**src/rtl/pwm_peripheral.sv**
```systemverilog
// Shared 8-bit PWM driving 16 output pins from SPI-written enable/duty registers.
// Duty is double-buffered and only takes effect at PWM period boundaries.
module pwm_peripheral #(
  parameter int unsigned CLK_DIV = 13
) (
  input  logic        clk,
  input  logic        rst,
  input  logic [7:0]  en_reg_out_7_0,
  input  logic [7:0]  en_reg_out_15_8,
  input  logic [7:0]  en_reg_pwm_7_0,
  input  logic [7:0]  en_reg_pwm_15_8,
  input  logic [7:0]  pwm_duty_cycle,
  output logic [15:0] out,
  output logic        pwm_sync
);

  localparam logic [15:0] DivMax = 16'(CLK_DIV - 1);

  logic [15:0] prescaler_q, prescaler_d;
  logic [7:0]  pwm_cnt_q, pwm_cnt_d;
  logic [7:0]  duty_shadow_q, duty_shadow_d;
  logic [15:0] out_q, out_d;
  logic        pwm_sync_q, pwm_sync_d;

  logic        tick;
  logic        wrap;
  logic        pwm_level;
  logic [15:0] en_out;
  logic [15:0] en_pwm;

  assign en_out = {en_reg_out_15_8, en_reg_out_7_0};
  assign en_pwm = {en_reg_pwm_15_8, en_reg_pwm_7_0};

  always_comb begin
    tick          = (prescaler_q == DivMax);
    wrap          = tick && (pwm_cnt_q == 8'hFF);
    prescaler_d   = tick ? 16'd0 : prescaler_q + 16'd1;
    pwm_cnt_d     = tick ? pwm_cnt_q + 8'd1 : pwm_cnt_q;
    // New duty is latched on the same edge the counter wraps to 0.
    duty_shadow_d = wrap ? pwm_duty_cycle : duty_shadow_q;
    pwm_level     = (duty_shadow_q == 8'hFF) || (pwm_cnt_q < duty_shadow_q);
    out_d         = en_out & (~en_pwm | {16{pwm_level}});
    pwm_sync_d    = wrap;
  end

  always_ff @(posedge clk) begin
    if (rst) begin
      prescaler_q   <= '0;
      pwm_cnt_q     <= '0;
      duty_shadow_q <= '0;
      out_q         <= '0;
      pwm_sync_q    <= 1'b0;
    end else begin
      prescaler_q   <= prescaler_d;
      pwm_cnt_q     <= pwm_cnt_d;
      duty_shadow_q <= duty_shadow_d;
      out_q         <= out_d;
      pwm_sync_q    <= pwm_sync_d;
    end
  end

  assign out      = out_q;
  assign pwm_sync = pwm_sync_q;

endmodule

```
**config.mk**
```make
export PLATFORM = sky130hd
export DESIGN_NAME = pwm_peripheral
export DESIGN_NICKNAME = d
export VERILOG_FILES = /design/src/rtl/pwm_peripheral.sv
export SDC_FILE = /design/constraint.sdc
export NUM_CORES = 1
export LEC_CHECK = 0
export ABC_AREA = 1
export CAP_MARGIN = 20
export CORE_AREA = 2 2 106 108
export DETAILED_ROUTE_END_ITERATION = 12
export DIE_AREA = 0 0 108 110
export HOLD_SLACK_MARGIN = 0.1
export PLACE_DENSITY_LB_ADDON = 0.1
export SLEW_MARGIN = 20
export SYNTH_ARGS = -nofsm -noshare
export SYNTH_HDL_FRONTEND = slang
export SYNTH_SLANG_ARGS = --single-unit
```
**constraint.sdc**
```tcl
create_clock -name clk -period 1.9 [get_ports clk]
set_input_delay 0.285 -clock clk [delete_from_list [all_inputs] [get_ports clk]]
set_output_delay 0.285 -clock clk [all_outputs]
set_load 0.005 [all_outputs]
```
After elaboration in Yosys (flattened, before gate mapping)
Cells that the tools add are included.
{ "word_totals": {"input_bits": 42, "out_inout_bits": 17, "ff_bits": 49, "word_cells": 17} }
{ "classes": {"reduce_logical": 3, "n_lt_le_gt_ge": 1, "eq_ne": 3, "bitwise": 3, "add_sub_neg": 2} }
{ "ops": {"columns": ["op", "n"], "rows": [
  ["$add 16x1->16 const B", 1],
  ["$and 16x16->16", 1],
  ["$eq 16x4->1 const B", 1],
  ["$eq 8x8->1 const B", 2],
  ["$not 16->16", 1],
  ["$or 16x16->16", 1],
  ["$add 8x1->8 const B", 1],
  ["$lt 8x8->1", 1],
  ["$reduce_or 2->1", 1],
  ["$logic_and 1x1->1", 1],
  ["$logic_or 1x1->1", 1]
]} }

Longest topological paths before layout
Gate-level depths: netlist (run 1).
{ "depth": {"ltp_word": 4, "ltp_mapped": 12, "mapped_depth_nobuf": 11} }

Worst setup path after synthesis (run 1)
Ideal clock, no wire load.
{ "synth_timing": {"path_kind": "register to register", "from": "register pwm_cnt_q[5]", "to": "register out_q[10], in the netlist out[10]", "stages_incl_launch_ff": 10, "setup_time_ns": 0.056, "period_less_slack_ns": 1.469, "n_path_buf": 1, "arrival_ns": 1.413, "slack_ns": 0.431, "required_time_ns": 1.844, "cell_sequence": "dfxtp_1 ha_1 a21oi_1 nor2_1 nor3_1 nand2_1 buf_4 nand3_1 nand2_1 inv_1"} }
{ "synth_between": {"elab_chain_len": 4} }
{ "synth_rtl": {"columns": ["element", "line", "text"], "rows": [
  ["from (decl)", "20", "logic [7:0] pwm_cnt_q, pwm_cnt_d;"],
  ["from (signal assigned)", "55", "pwm_cnt_q <= pwm_cnt_d;"],
  ["$lt 8x8->1", "41", "pwm_level = (duty_shadow_q == 8'hFF) || (pwm_cnt_q < duty_shadow_q);"],
  ["$logic_or 1x1->1", "41", null],
  ["$or 16x16->16", "42", "out_d = en_out & (~en_pwm | {16{pwm_level}});"],
  ["$and 16x16->16", "42", null],
  ["to (signal assigned)", "57", "out_q <= out_d;"],
  ["to (decl)", "22", "logic [15:0] out_q, out_d;"]
]} }
No other way between the ends.
A chain may end at the register's enable or synchronous reset.

Worst setup path in the final report (run 1)
{ "layout_timing": {"from": "register duty_shadow_q[1]", "to": "register out_q[2], in the netlist out[2]"} }
{ "layout_between": {"elab_chain_len": 4, "elab_cells_between_ends": 5, "cone_classes": "1 x order compare; 1 x eq/ne; 2 x bitwise; 1 x reduce/logical"} }
{ "layout_rtl": {"columns": ["element", "line", "text"], "rows": [
  ["from (decl)", "21", "logic [7:0] duty_shadow_q, duty_shadow_d;"],
  ["from (signal assigned)", "56", "duty_shadow_q <= duty_shadow_d;"],
  ["$lt 8x8->1 / $eq 8x8->1 (equally long branches)", "41", null],
  ["$logic_or 1x1->1 (*)", "41", null],
  ["$or 16x16->16 (*)", "42", null],
  ["$and 16x16->16 (*)", "42", null]
]} }
Mark *: on every way between the ends. The rest lies on a longest branch, timed or not.

==> results of run 1 <==
==> power groups by stage <==
stage                     clock, mW  combinational, mW  sequential [mW]
after detailed placement          0              0.192             1.08
final                         0.774              0.189             1.05
after global routing          0.853              0.209             1.06
after global placement            0              0.192             1.08
after floorplan                   0             0.0643             1.08
after CTS                     0.799              0.193             1.05
==> final timing paths <==
check | start | to | slack (ns) | depth (start not counted)
setup / recovery | duty_shadow_q[1] | out[2] | 0.30 | 12
hold / removal | prescaler_q[14] | prescaler_q[14] | 0.47 | 2
setup reg to reg | duty_shadow_q[1] | out[2] | 0.30 | 12
hold reg to reg | prescaler_q[14] | prescaler_q[14] | 0.47 | 2
==> area by class of cell <==
class / instances / share of cell area
timing repair buffer: 64 / 0.1797
tap: 140 / 0.05031
sequential: 49 / 0.2817
inverter: 65 / 0.07402
clock inverter: 2 / 0.01114
multi-input combinational: 227 / 0.3823
clock buffer: 6 / 0.02084
==> per-layer routing <==
metal / vias up / wire, um / track usage
met2: 38 / 3147 / 0.1887
li1: 1218 / - / -
met5: - / 0 / 0
met4: 0 / 86 / 0.03205
met3: 6 / 180 / 0.02352
met1: 1028 / 2992 / 0.1464
==> flip-flops by register name (all words and copies together) (netlist names) <==
register	cells
out	16
prescaler_q	16
duty_shadow_q	8
pwm_cnt_q	8
pwm_sync	1
==> placed cells by master, fill, tap and decap left out, types with 6 or more instances in the layout <==
cell,instances
a21oi_1,18
a21oi_2,7
buf_4,6
clkdlybuf4s50_1,58
dfxtp_1,49
ha_1,10
inv_1,56
nand2_1,67
nand2_2,9
nand3_1,25
nand4_1,15
nor2_1,38
nor3_1,7
xor2_1,8
==> metrics by stage <==
stage / power, mW / instance area (um2)
2_1_floorplan: 1.144 / 2609
3_3_place_gp: 1.270 / 3371
3_5_place_dp: 1.271 / 3371
4_1_cts: 2.047 / 3482
5_1_grt: 2.119 / 3482
6_report: 2.017 / 3482
==> cells by family (layout without fill, tap and decap cells) <==
kind of cell             after synthesis  count (layout)  synth area share
AND/OR/NAND/NOR                      180             180            0.3655
flip-flops                            49              49            0.3760
AO/OA/AOI/OAI                         26              26           0.05995
buffers and inverters                 72             137            0.1137
adder cells (fa/ha/maj)               10              10           0.04796
XOR/XNOR                              11              11           0.03693
==> worst max-delay path, cell delays in order (launching register included) <==
cell and delay [ns]:
dfxtp_1 0.40, inv_1 0.07, ha_1 0.28, nand2_1 0.05, nand2_1 0.05, nand2_1 0.05
nand2_1 0.07, nand2_1 0.05, nand2_1 0.06, buf_4 0.21, nand3_1 0.10, nand2_1 0.07
inv_1 0.03
==> metrics.csv, run 1 <==
stage,metric,value,unit
run_status,status,"complete, no violations",
timing,fin_hold_ws,0.4675,ns
timing,fmax,626.3,MHz
final_layout,seq_area,980.9,um2
critical_path,path_class,flip-flop to flip-flop,
cts,post_cts_buffers,0,
cts,cts_num_sinks,49,
synthesis,syn_nets,400,
synthesis,syn-cell-area,2609,um2
floorplan,row_count,38,
cts,cts_hold_buf,0,
synthesis,post-synth-top-area-cell,dfxtp_1,
final_layout,areaGrowthSynthToFinish,33.48,%
floorplan,die_y,110,um
run,cap_violations,0,
timing,worst_pin_slew,0.4625,ns
route,first_pass_iters,5,
cts,clk_pin_slew,0.10,ns
route,drc,0,
hold_path,hold_path.class,flip-flop to flip-flop,
critical_path,arrival,1.79,ns
pwr,intPower,1.564,mW
final_layout,final_cells,553,
floorplan,core_area,10700,um2
floorplan,die_area,11880,um2
floorplan,initial_core_util,0.2439,
placement,portBuffers,58,
synthesis,ys_ff_latch,49,
route,post_drt_wl_per_cell,11.58,um
critical_path,cp.required,2.10,ns
placement,dp_hpwl,5084,um
timing,setup_violations,0,
pwr,clock_power_share,0.384,
route,viasPerCell,4.141,
global_route,grt_pass1_wl,10460,um
final_layout,utilization,0.3255,
timing,fin_skew,0.01463,ns
cts,cts_buffer_depth,2,
timing,post-route-period-util,0.8403,
route,initialDrtViolationCount,100,
pwr,p_comb_frac,0.094,
timing,rsz0062_at_grt,no,
global_route,antenna_found_initial,0,
route,vias,2290,
cts,clk_latency,0.30,ns
pwr,power.density,579.3,nW/um2
final_layout,drive_gt1_frac,0.1308,
cts,cts_tree,done,
route,final_antenna_net_count,0,
global_route,gr-total-overflow,0,
synthesis,yosysSeqAreaShare,0.3760,
final_layout,fill_cells,1144,
synthesis,synthTopCellsByCount,"nand2_1 (67), inv_1 (56), dfxtp_1 (49), nor2_1 (38), nand3_1 (25)",
synthesis,synthTopCellsByArea,"dfxtp_1 (38%), nand2_1 (9.6%), inv_1 (8.1%)",
global_route,grt_max_degree,19,
pwr,seqPwrFrac,0.523,
synthesis,ys_warn_count,0,
placement,dp_slack,0.3167,ns
final_layout,multi_input_area,1331,um2
placement,place_congestion,0.7605,
pwr,irDropWorstVdd,0.3339,mV
critical_path,cp_max_fo,16,
pwr,leakagePower,1.468,nW
cts,cts_buffers,5,
synthesis,synthCells,348,
cts,post_cts_resized,0,
cts,htree_num_levels,2,
timing,max-slew-margin-rel,0.6909,
timing,setup_tns,0,ns
synthesis,avgSynthCellArea,7.496,um2
floorplan,die_w,108,um
synthesis,synth_edf_count,0,
global_route,grt.total_usage,0.1125,
floorplan,num_io_pins,59,
synthesis,ys.flop_type,dfxtp_1,
final_layout,antenna_cells,0,
route,drt_wl_total,6406,um
cts,clockRootBuffer,clkbuf_8,
final_layout,nNetsFinal,464,
synthesis,ys_types,34,
critical_path,startpoint_type,flip-flop,
synthesis,synth_top_area_share,0.3760,
synthesis,async_reset_ff_frac,0,
pwr,swShare,0.2248,
synthesis,synthMostInstantiatedCell,nand2_1,
placement,dp.cells,545,
timing,setup_slack,0.3034,ns
timing,fin_crit,1.597,ns
critical_path,cp-end-kind,flip-flop,
timing,hold_violations,0,
timing,maxSlewViolCount,0,
pwr,p_switching,453.4,uW
global_route,grt_pass1_vias,2125,
Power figures use the tool's default switching activity.
==> inputs of run 2 (changes only) <==
==> constraint.sdc (replaced) <==
create_clock -name clk -period 1.3 [get_ports clk]
set_input_delay 0.195 -clock clk [delete_from_list [all_inputs] [get_ports clk]]
set_output_delay 0.195 -clock clk [all_outputs]
set_load 0.005 [all_outputs]
==> run 2 against run 1 <==
- the flow now finishes with violations (setup timing)
- hold slack worse by 0.0025 ns
- sequential power up 47%
- sequential cell count unchanged
- register-to-register slack worse by 0.43 ns
- final cell count up 9.4%
- worst setup slack worse by 0.43 ns
- combinational power up 81%
- via count up 9.8%
- total power up 50%
- clock skew down 0.0050 ns
- die area unchanged
- largest cell class unchanged
==> metrics.csv, run 2 (same netlist as run 1, synthesis figures left out) <==
stage,metric,value,unit,change
timing,worst_pin_slew,0.2772,ns,was 0.4625 ns
run_status,status,finished with violations,,"was complete, no violations"
critical_path,crit_start,pwm_cnt_q[5],,was duty_shadow_q[1]
final_layout,utilization,0.4125,,was 0.3255
pwr,p_total,3.033,mW,was 2.017 mW
critical_path,worstPathCellList,buf_4 -> nand4_1 -> nor2_4 -> buf_12 -> nand4_1 -> a21oi_2,,was inv_1 -> ha_1 -> nand2_1 -> nand2_1 -> nand2_1 -> nand2_1 -> nand2_1 -> nand2_1 -> buf_4 -> nand3_1 -> nand2_1 -> inv_1
final_layout,final_cells,605,,was 553
route,drt_wl_total,7392,um,was 6406 um
critical_path,path_class,flip-flop to flip-flop,,unchanged
pwr,leakagePower,1.974,nW,was 1.468 nW
final_layout,areaGrowthSynthToFinish,69.16,%,was 33.48%
critical_path,startpoint_type,flip-flop,,unchanged
hold_path,hold_path.class,primary input to flip-flop,,was flip-flop to flip-flop
cts,cts_tree,done,,unchanged
critical_path,reg2reg_to,duty_shadow_q[5],,was out[2]
final_layout,final_cell_mix,"nand2_1 (58), inv_1 (42), buf_4 (42), clkdlybuf4s50_1 (41), nor2_1 (30)",,"was nand2_1 (67), clkdlybuf4s50_1 (58), inv_1 (56), dfxtp_1 (49), nor2_1 (38)"
timing,rsz0062_at_grt,yes,,was no
run_status,failed_checks,setup timing,,
run,cap_violations,0,,unchanged
critical_path,slowest_delay,0.38,ns,was 0.40 ns
timing,fin_crit,1.430,ns,was 1.597 ns
placement,portBuffers,58,,unchanged
global_route,grt_max_degree,18,,was 19
floorplan,die_y,110,um,unchanged
route,final_antenna_net_count,0,,unchanged
global_route,grt_pass1_vias,2351,,was 2125
cts,cts_buffers,5,,unchanged
timing,setup_slack,-0.1299,ns,was 0.3034 ns
floorplan,initial_core_util,0.2439,,unchanged
timing,setup_violations,25,,was 0
placement,dpl-instance-area,3764,um2,was 3371 um2
timing,fmax,699.3,MHz,was 626.3 MHz
placement,place_congestion,0.7394,,was 0.7605
pwr,irDropWorstVdd,0.3959,mV,was 0.3339 mV
timing,maxSlewViolCount,0,,unchanged
critical_path,cp_max_fo,8,,was 16
timing,max-slew-margin-rel,0.8138,,was 0.6909
final_layout,fin_area,4413,um2,was 3482 um2
final_layout,nNetsFinal,516,,was 464
critical_path,cpMostUsedCell,nand4_1,,was nand2_1
floorplan,die_w,108,um,unchanged
timing,fin_hold_ws,0.4651,ns,was 0.4675 ns
critical_path,arrival,1.66,ns,was 1.79 ns
route,vias,2514,,was 2290
route,post_drt_wl_per_cell,12.22,um,was 11.58 um
cts,cts_buffer_depth,2,,unchanged
route,viasPerCell,4.155,,was 4.141
placement,dp_hpwl,5379,um,was 5084 um
route,first_pass_iters,4,,was 5
final_layout,antenna_cells,0,,unchanged
floorplan,core_area,10700,um2,unchanged
global_route,antenna_found_initial,0,,unchanged
floorplan,die_area,11880,um2,unchanged
cts,cts_num_sinks,49,,unchanged
critical_path,ff2ff_path_depth,6,,was 12
global_route,grt.total_usage,0.1207,,was 0.1125
cts,clockRootBuffer,clkbuf_8,,unchanged
route,initialDrtViolationCount,75,,was 100
global_route,gr-total-overflow,0,,unchanged
timing,fin_skew,0.009645,ns,was 0.01463 ns
critical_path,cp-end-kind,flip-flop,,unchanged
critical_path,r2r-start,pwm_cnt_q[5],,was duty_shadow_q[1]
final_layout,fill_cells,1126,,was 1144
cts,clk_pin_slew,0.09,ns,was 0.10 ns
critical_path,ff2ff_setup_slack,-0.13,ns,was 0.30 ns
critical_path,cp.required,1.53,ns,was 2.10 ns
cts,cts_hold_buf,0,,unchanged
critical_path,cp_slowest_cell,dfxtp_2,,was dfxtp_1
timing,post-route-period-util,1.100,,was 0.8403
timing,setup_tns,-2.287,ns,was 0 ns
placement,dp_slack,-0.1817,ns,was 0.3167 ns
final_layout,layout_commonest_cell,nand2_1,,unchanged
critical_path,cp-endpoint,duty_shadow_q[5],,was out[2]
floorplan,row_count,38,,unchanged
pwr,power.density,687.3,nW/um2,was 579.3 nW/um2
timing,hold_violations,0,,unchanged
global_route,grt_pass1_wl,11230,um,was 10460 um
placement,dp.cells,584,,was 545
final_layout,drive_gt1_frac,0.4108,,was 0.1308
floorplan,num_io_pins,59,,unchanged
cts,htree_num_levels,2,,unchanged
route,drc,0,,unchanged
cts,clk_latency,0.30,ns,about the same
run 2: changes by cell type in the layout (fill, tap and decap cells not counted), sizes merged:
cell           delta
buf              +50
clkbuf            +2
clkdlybuf4s50    -17
clkinv            -2
dlygate4sd2      +17
inv               +1
nand3             +1
run 2: layout make-up:
class	count	area, um2	area share
Timing Repair Buffer	115	1144	0.2591
Tap cell	140	175.2	0.03969
Multi-Input combinational cell	228	1705	0.3864
Inverter	65	257.7	0.05841
Clock inverter	1	30.03	0.006805
Clock buffer	7	86.33	0.01956
Sequential cell	49	1015	0.2299
run 2: per-layer routing:
metal,GRT usage,share of wire
met4,0.02473,0.0065
met3,0.02116,0.023
met1,0.1465,0.43
met5,0,0
met2,0.2237,0.54
run 2: worst max-delay path, delay by kind of cell (launching register included):
family	cells	cell delay (ns)
AND/OR/NAND/NOR	3	0.53
flip-flops	1	0.38
buffers and inverters	2	0.30
AO/OA/AOI/OAI	1	0.15
run 2: how the worst min path moves through the flow:
stage	cells after the start	endpoint	slack, ns	from
after floorplan	3	out[10]	0.36	en_reg_pwm_15_8[2]
after global placement	2	prescaler_q[15]	0.45	prescaler_q[15]
after detailed placement	2	duty_shadow_q[6]	0.45	duty_shadow_q[6]
after CTS	3	duty_shadow_q[3]	0.46	pwm_duty_cycle[3]
after global routing	3	duty_shadow_q[3]	0.46	pwm_duty_cycle[3]
final	3	duty_shadow_q[2]	0.47	pwm_duty_cycle[2]
run 2: report_power, final:
part	leakage (nW)	internal, mW	switching (mW)
Combinational	1.51	0.210	0.132
Sequential	0.409	1.52	0.0122
Clock	0.0585	0.629	0.526
run 2: repair_timing:
item	in CTS	in global routing
pin swaps	31	18
gates resized for setup	56	69
gates cloned	1	2
setup buffers	1	9
setup endpoints to repair	66	49
==> inputs of run 3 (changes only) <==
==> constraint.sdc (replaced) <==
create_clock -name clk -period 1.8 [get_ports clk]
set_input_delay 0.27 -clock clk [delete_from_list [all_inputs] [get_ports clk]]
set_output_delay 0.27 -clock clk [all_outputs]
set_load 0.005 [all_outputs]
==> run 3 against run 2 <==
- the run now ends clean
- hold slack got worse by 0.00096 ns
- die area unchanged
- core utilization shrank 9.0 points
- sequential cell count unchanged
- via count shrank 9.7%
- combinational power down 42%
- cell area shrank 22%
- critical path depth rose by 4
- sequential power fell by 28%
- non-clock buffer count decreased by 52
- clock-buffer cell count stayed put
- critical path type unchanged
==> metrics.csv, run 3 (same netlist as run 1, synthesis figures left out) <==
stage,metric,value,unit,change
timing,fin_skew,0.009890,ns,was 0.009645 ns
cts,post_cts_buffers,0,,was 1
cts,cts_num_sinks,49,,unchanged
floorplan,num_io_pins,59,,unchanged
floorplan,die_w,108,um,unchanged
run_status,status,"complete, no violations",,was finished with violations
final_layout,seq_area,980.9,um2,was 1015 um2
route,drt_wl_total,6409,um,was 7392 um
critical_path,crit_buf_inv,3,,was 2
critical_path,cp-end-kind,flip-flop,,unchanged
global_route,grt_max_degree,20,,was 18
global_route,grt.total_usage,0.1117,,was 0.1207
pwr,irDropWorstVdd,0.2611,mV,was 0.3959 mV
cts,clk_pin_slew,0.09,ns,about the same
final_layout,final_cell_mix,"nand2_1 (67), clkdlybuf4s50_1 (58), inv_1 (56), dfxtp_1 (49), nor2_1 (38)",,"was nand2_1 (58), inv_1 (42), buf_4 (42), clkdlybuf4s50_1 (41), nor2_1 (30)"
final_layout,antenna_cells,0,,unchanged
final_layout,multi_input_area,1331,um2,was 1705 um2
cts,clk_latency,0.30,ns,about the same
critical_path,cp_slowest_cell,dfxtp_1,,was dfxtp_2
timing,post-route-period-util,0.8613,,was 1.100
floorplan,die_y,110,um,unchanged
cts,post_cts_resized,0,,was 56
cts,cts_tree,done,,unchanged
final_layout,layout_commonest_cell,nand2_1,,unchanged
cts,htree_num_levels,2,,unchanged
placement,dp_hpwl,5012,um,was 5379 um
timing,setup_violations,0,,was 25
run,cap_violations,0,,unchanged
final_layout,areaGrowthSynthToFinish,32.13,%,was 69.16%
cts,cts_hold_buf,0,,unchanged
floorplan,die_area,11880,um2,unchanged
critical_path,cp.required,2.05,ns,was 1.53 ns
timing,fin_hold_ws,0.4641,ns,was 0.4651 ns
final_layout,drive_gt1_frac,0.1262,,was 0.4108
route,vias,2269,,was 2514
final_layout,utilization,0.3222,,was 0.4125
timing,fin_crit,1.550,ns,was 1.430 ns
pwr,leakagePower,1.445,nW,was 1.974 nW
timing,max-slew-margin-rel,0.6696,,was 0.8138
route,first_pass_iters,4,,unchanged
final_layout,final_cells,552,,was 605
placement,dp.cells,544,,was 584
route,viasPerCell,4.111,,was 4.155
final_layout,fill_cells,1168,,was 1126
timing,rsz0062_at_grt,no,,was yes
cts,clockRootBuffer,clkbuf_8,,unchanged
critical_path,arrival,1.80,ns,was 1.66 ns
pwr,power.density,569.7,nW/um2,was 687.3 nW/um2
hold_path,hold_path.class,flip-flop to flip-flop,,was primary input to flip-flop
pwr,p_total,1.964,mW,was 3.033 mW
critical_path,startpoint_type,flip-flop,,unchanged
global_route,grt_pass1_wl,10550,um,was 11230 um
floorplan,core_area,10700,um2,unchanged
timing,setup_tns,0,ns,was -2.287 ns
placement,portBuffers,58,,unchanged
timing,maxSlewViolCount,0,,unchanged
placement,place_congestion,0.7453,,was 0.7394
timing,worst_pin_slew,0.4944,ns,was 0.2772 ns
floorplan,initial_core_util,0.2439,,unchanged
critical_path,path_class,flip-flop to flip-flop,,unchanged
global_route,gr-total-overflow,0,,unchanged
route,post_drt_wl_per_cell,11.61,um,was 12.22 um
timing,hold_violations,0,,unchanged
global_route,antenna_found_initial,0,,unchanged
critical_path,cp_max_fo,16,,was 8
final_layout,nNetsFinal,463,,was 516
critical_path,worstPathCellList,inv_1 -> ha_1 -> a21oi_1 -> nor2_1 -> nor3_1 -> nand2_1 -> buf_4 -> nand3_1 -> nand2_1 -> inv_1,,was buf_4 -> nand4_1 -> nor2_4 -> buf_12 -> nand4_1 -> a21oi_2
timing,fmax,645.0,MHz,was 699.3 MHz
route,initialDrtViolationCount,80,,was 75
route,final_antenna_net_count,0,,unchanged
critical_path,slowest_delay,0.37,ns,was 0.38 ns
cts,cts_buffer_depth,2,,unchanged
global_route,grt_pass1_vias,2148,,was 2351
route,drc,0,,unchanged
cts,cts_buffers,5,,unchanged
floorplan,row_count,38,,unchanged
critical_path,critical-path-top-delay-family,simple AND/OR/NAND/NOR gates,,unchanged
[run 3: worst paths after layout]
path	start	end	slack, ns	cells past startpoint
setup / recovery	duty_shadow_q[5]	out[2]	0.25	10
hold / removal	prescaler_q[15]	prescaler_q[15]	0.46	2
setup reg to reg	duty_shadow_q[5]	out[2]	0.25	10
hold reg to reg	prescaler_q[15]	prescaler_q[15]	0.46	2
[run 3: tightest hold or removal path: cells and delay by family (launching register included)]
family | cells | cell delay (ns)
flops | 1 | 0.32
simple gates | 1 | 0.06
compound gates | 1 | 0.05
[run 3: power by group]
part | switching (mW) | internal (mW)
clock | 0.376 | 0.276
sequential | 0.00924 | 1.10
combinational | 0.0702 | 0.129
[run 3: layout make-up]
type / instances / share of cell area
flip-flops and latches: 49 / 0.2846
multi-input cells: 227 / 0.3862
clock inverters: 1 / 0.002178
well taps: 140 / 0.05082
inverters: 65 / 0.07477
clock buffers: 7 / 0.02214
repair buffers: 63 / 0.1793
[run 3: stage by stage]
stage | cell area (um2) | setup WS (ns)
finish | 3447 | 0.2497
global route | 3447 | 0.04884
CTS | 3447 | 0.2152
detailed placement | 3363 | 0.2405
global placement | 3363 | 0.2192
floorplan | 2609 | 0.3313
[run 3: per-layer routing]
| metal | global-route usage | vias up | share of wire |
|---|---|---|---|
| li1 | - | 1214 | - |
| met1 | 0.1431 | 1018 | 0.47 |
| met2 | 0.1891 | 29 | 0.50 |
| met3 | 0.02175 | 8 | 0.024 |
| met4 | 0.03663 | 0 | 0.014 |
| met5 | 0 | - | 0 |
